### config.mk
export PLATFORM = sky130hd
export DESIGN_NAME = sw_event_arbiter
export DESIGN_NICKNAME = d
export VERILOG_FILES = /design/src/rtl/sw_event_arbiter.sv
export SDC_FILE = /design/constraint.sdc
export NUM_CORES = 1
export LEC_CHECK = 0
export CAP_MARGIN = 20
export CORE_MARGIN = 1.5
export CORE_UTILIZATION = 53
export DETAILED_ROUTE_END_ITERATION = 8
export PLACE_DENSITY = 0.83
export SLEW_MARGIN = 30
export SYNTH_ARGS = -nofsm -noshare
export SYNTH_HDL_FRONTEND = slang
export SYNTH_SLANG_ARGS = --single-unit
### constraint.sdc
create_clock -name clk_i -period 5 [get_ports clk_i]
set_input_delay 0.5 -clock clk_i [delete_from_list [all_inputs] [get_ports clk_i]]
set_output_delay 0.5 -clock clk_i [all_outputs]
set_load 0.05 [all_outputs]
### src/rtl/sw_event_arbiter.sv
// Collects per-channel press/release pulses from the debouncers, holds them as pending,
// and serialises them round-robin onto a single valid/ready event port.
//
// state | meaning
// IDLE  | no event offered; picks the next pending slot starting at ptr
// HOLD  | event offered on ev_*_o, waiting for ev_ready_i
module sw_event_arbiter #(
    parameter int N_CH = 4,
    parameter int CH_W = 2
) (
    input  logic            clk_i,
    input  logic            rst_i,
    input  logic [N_CH-1:0] sw_down_i,
    input  logic [N_CH-1:0] sw_up_i,
    input  logic [N_CH-1:0] sw_state_i,
    output logic            ev_valid_o,
    input  logic            ev_ready_i,
    output logic [CH_W-1:0] ev_ch_o,
    output logic            ev_dir_o,
    output logic            ev_state_o,
    output logic [N_CH-1:0] ovf_o,
    input  logic            ovf_clr_i,
    output logic            pend_o
);

    typedef enum logic {IDLE, HOLD} state_t;

    state_t          state;
    logic [N_CH-1:0] pend_dn;
    logic [N_CH-1:0] pend_up;
    logic [N_CH-1:0] clr_dn;
    logic [N_CH-1:0] clr_up;
    logic [N_CH-1:0] set_ovf;
    logic [CH_W-1:0] ptr;
    logic            accept;
    logic            found;
    logic [CH_W-1:0] grant_ch;
    logic            grant_dir;

    assign accept = (state == HOLD) && ev_ready_i;
    assign pend_o = |{pend_dn, pend_up};

    always_comb begin
        clr_dn = '0;
        clr_up = '0;
        if (accept) begin
            if (ev_dir_o) clr_dn[ev_ch_o] = 1'b1;
            else          clr_up[ev_ch_o] = 1'b1;
        end
    end

    // A pulse onto a slot that stays pending is merged and flagged.
    assign set_ovf = (sw_down_i & pend_dn & ~clr_dn) | (sw_up_i & pend_up & ~clr_up);

    always_comb begin
        int              idx;
        logic [CH_W-1:0] idx_c;
        found     = 1'b0;
        grant_ch  = '0;
        grant_dir = 1'b0;
        idx       = 0;
        idx_c     = '0;
        for (int k = 0; k < N_CH; k++) begin
            idx = int'(ptr) + k;
            if (idx >= N_CH) idx = idx - N_CH;
            idx_c = CH_W'(idx);
            if (!found && (pend_dn[idx_c] || pend_up[idx_c])) begin
                found     = 1'b1;
                grant_ch  = idx_c;
                grant_dir = pend_dn[idx_c];
            end
        end
    end

    always_ff @(posedge clk_i) begin
        if (rst_i) begin
            state      <= IDLE;
            pend_dn    <= '0;
            pend_up    <= '0;
            ovf_o      <= '0;
            ptr        <= '0;
            ev_valid_o <= 1'b0;
            ev_ch_o    <= '0;
            ev_dir_o   <= 1'b0;
            ev_state_o <= 1'b0;
        end else begin
            pend_dn <= (pend_dn & ~clr_dn) | sw_down_i;
            pend_up <= (pend_up & ~clr_up) | sw_up_i;
            ovf_o   <= (ovf_clr_i ? '0 : ovf_o) | set_ovf;
            case (state)
                IDLE: begin
                    if (found) begin
                        ev_ch_o    <= grant_ch;
                        ev_dir_o   <= grant_dir;
                        ev_state_o <= sw_state_i[grant_ch];
                        ev_valid_o <= 1'b1;
                        state      <= HOLD;
                    end
                end
                HOLD: begin
                    if (ev_ready_i) begin
                        ev_valid_o <= 1'b0;
                        ptr        <= (ev_ch_o == CH_W'(N_CH - 1)) ? '0 : ev_ch_o + CH_W'(1);
                        state      <= IDLE;
                    end
                end
                default: state <= IDLE;
            endcase
        end
    end

endmodule

==> metrics.md <==
| Metric | Value |
|---|---|
| Outcome | finished, final reports clean |
| Int Pwr | 264 uW |
| First-pass GRT wire length | 4.40 mm |
| Synth Cell Area | 1170 um2 |
| Syn avg cell area | 9.26 um2 |
| Final Max Slew Viols | 0 |
| Critical R2R Launch | ptr[0] |
| Max incr delay on CP | 0.78 ns |
| Flop pwr share | 0.480 |
| Final Setup Violations | 0 |
| CP arrival | 2.87 ns |
| Number of inserted diodes | 0 |
| Compound-gate portion of the synthesized area | 0.211 |
| Combinational share of power | 0.341 |
| Layout area overhead | 23.3% |
| MaxCap Viol Count | 0 |
| Sequential cell area | roughly 400 um2 |
| R2R cell count | 6 |
| Hold Crit Depth | 2 |
| Pwr Density | 281 nW/um2 |
| R2R setup slack | 2.31 ns |
| Placed Cells | roughly 170 |
| Slew at the pin closest to its max-slew limit | 0.738 ns |
| VDD IR max | 0.233 mV |
| Die Y-Extent | 49.9 um |
| Detailed Route WL | 2.66 mm |
| Layout cells sized above 1 | 0.0738 |
| DIE WIDTH | 49.9 um |
| Synth Area in XOR/XNOR | 0 |
| Synth Area in Simple Gates | 0.168 |
| PostCTS Resize Cnt | 0 |
| Clk pwr share | 0.179 |
| Leak | roughly 0.00054 uW |
| CP Max Fanout | 15 |
| H-tree depth | 1 |
| Yosys Warn Count | 0 |
| Critical path endpoint category | register |
| CP Launch Type | register |
| End of the worst register-to-register path | ev_state_o |
| Mux cell area share after synthesis | 0.182 |
| Worst Hold End | ev_valid_o |
| Initial antenna violation count | 0 |
| Largest net degree at the start of global routing | 23 |
| Clk_skew | 0.00691 ns |
| Worst path required time | between 5 and 6 ns |
| Min-delay src | ev_valid_o |
| Sw Share | 0.349 |
| Period utilization | 0.537 |
| Number of global-route vias before repair | 989 |
| Antenna viol nets, final | 0 |
| Via/cell ratio | ~6 |
| Initial core utilization | 0.577 |
| Minimum clock period | between 2 and 3 ns |
| CTS tree | built |
| Via count | between 1,000 and 1,500 |
| Hpwl dp | between 2 and 2.5 mm |
| Synth Register Bits | 20 |
| Worst hold path class | reg -> reg |
| Synth Area in Adders | 0.0429 |
| CTS Buf Count | 3 |
| Non-Filler Instances | 176 |
| Slew HR | 0.507 |
| CP max-delay cell | dfxtp_1 |
| Post-CTS Hold Buffers | 0 |
| I/O pin count | 26 |
| Core Region | a little over 2000 um2 |
| CTS max path bufs | 2 |
| Routed len/inst | 15.1 um |
| Post CTS Setup Buffer Count | 0 |
| Die ar. | 2490 um2 |
| WS Path Type | reg -> reg |
| Largest family of logic cells by synthesized area | compound AO/OA/AOI/OAI gates |
| Clock transition at path regs | around 0.11 ns |
| Mapped Cells | between 100 and 150 |
| # rows | 16 |
| Setup Total Neg Slack | 0 ns |
| Area of the multi-input gates | 706 um2 |
| Switching pwr | 141 uW |
| Total GRT Usage | 0.227 |
| Grt total ovfl | 0 |
| Sequential share of the synthesized area | 0.343 |
| Port Buffers | 25 |
| # DRC | 0 |
| Nets | 171 |
| CP cell instances | mux4_2 > o2111ai_1 > o41ai_1 > a211oi_2 > mux2i_1 > o221ai_2 |
| Final Hold Viols | 0 |
| Clock Sinks | 20 |
| Pre-Repair DR Iteration Count | 4 |
| Root Buffer | clkbuf_4 |
| Syn nets | 146 |
| Clk_lat worst skew | 0.29 ns |
| Post-synth cell types | 32 |
| Fillers | 157 |
| Fmax | 372 MHz |
| Commonest non-fill, non-tap cells in the layout | nor2_1, clkdlybuf4s50_1, dfxtp_1 |
| Most common cell after layout, fill and taps aside | nor2_1 |
| GP Congestion | 0.831 |
| Iteration-0 DRC Markers | 54 |
| RSZ-0062 raised after global routing | false |
worst max-delay path by stage:
stage / startpoint / end
after detailed placement: ptr[0] / ev_state_o
after global placement: ptr[0] / ev_state_o
final: ptr[0] / ev_state_o
after CTS: ptr[0] / ev_state_o
after global routing: ptr[0] / ev_state_o
after floorplan: ptr[0] / ev_state_o
state kept, by name, indices dropped and copies added, names as in the netlist:
register    flops
pend_up         4
pend_dn         4
ev_ch_o         2
ev_valid_o      1
state           1
ptr             2
ev_dir_o        1
ev_state_o      1
ovf_o           4
layout make-up:
type / count / share of cell area
multi-input cells: 94 / 0.490
flip-flops and latches: 20 / 0.278
inverters: 7 / 0.0183
clock buffers: 3 / 0.0157
well taps: 27 / 0.0235
repair buffers: 25 / 0.174
power groups by stage:
stage	registers [uW]	clock network, uW	logic (uW)
5_1_grt	197	81.8	148
2_1_floorplan	216	0	74.7
3_3_place_gp	197	0	133
3_5_place_dp	198	0	137
4_1_cts	194	74.6	138
6_report	195	72.5	138
cell families after synthesis:
group                    count (synthesis)
AO/OA/AOI/OAI                           32
adder cells (fa/ha/maj)                  4
flip-flops                              20
buffers and inverters                   12
AND/OR/NAND/NOR                         45
multiplexers                            13
Yosys cell counts:
cell type	n	area [um2]
mux4_1	2	52.6
nand4b_1	1	8.76
ha_1	4	50.1
inv_1	7	26.3
o31ai_1	1	7.51
nand3b_1	1	7.51
nor3_1	1	5.00
o41ai_1	1	8.76
dfxtp_1	20	400
o31ai_2	1	12.5
a211oi_1	2	15.0
a211oi_2	1	12.5
buf_2	1	5.00
a21oi_1	6	30.0
o221ai_2	1	15.0
a21boi_0	8	60.1
o32ai_1	1	8.76
or3b_2	1	8.76
mux4_2	4	90.1
o21bai_1	1	7.51
buf_6	2	22.5
a222oi_1	4	40.0
or4_1	1	7.51
nand3_1	1	5.00
o21ai_0	4	20.0
nor4_1	1	6.26
and3_1	2	12.5
nor2_1	34	128
mux2i_1	7	70.1
nand2_1	2	7.51
o2111ai_1	1	8.76
clkbuf_1	2	7.51
per-layer routing:
metal / track usage / vias up / routed length, um
li1: - / 513 / -
met1: 0.307 / 501 / 1250
met2: 0.382 / 31 / 1290
met3: 0.0364 / 2 / 105
met4: 0.0463 / 0 / 12
met5: 0 / - / 0
through the flow:
| step | cell area, um2 | util | hold slack (ns) | setup WS [ns] | total power, uW |
|---|---|---|---|---|---|
| after floorplan | 1170 | - | 0.520 | 2.92 | 291 |
| after global placement | 1420 | 0.700 | 0.478 | 2.51 | 330 |
| after detailed placement | 1420 | 0.700 | 0.486 | 2.33 | 335 |
| after CTS | 1440 | 0.712 | 0.514 | 2.31 | 407 |
| after global routing | 1440 | 0.712 | 0.589 | 2.19 | 427 |
| final | 1440 | 0.712 | 0.516 | 2.31 | 405 |
critical path, delay by kind of cell, from the launching register on:
| family | cells | cell delay (ns) |
|---|---|---|
| multiplexers | 2 | 0.95 |
| AO/OA/AOI/OAI | 4 | 0.83 |
| flip-flops | 1 | 0.78 |
Power figures use the tool's default switching activity.
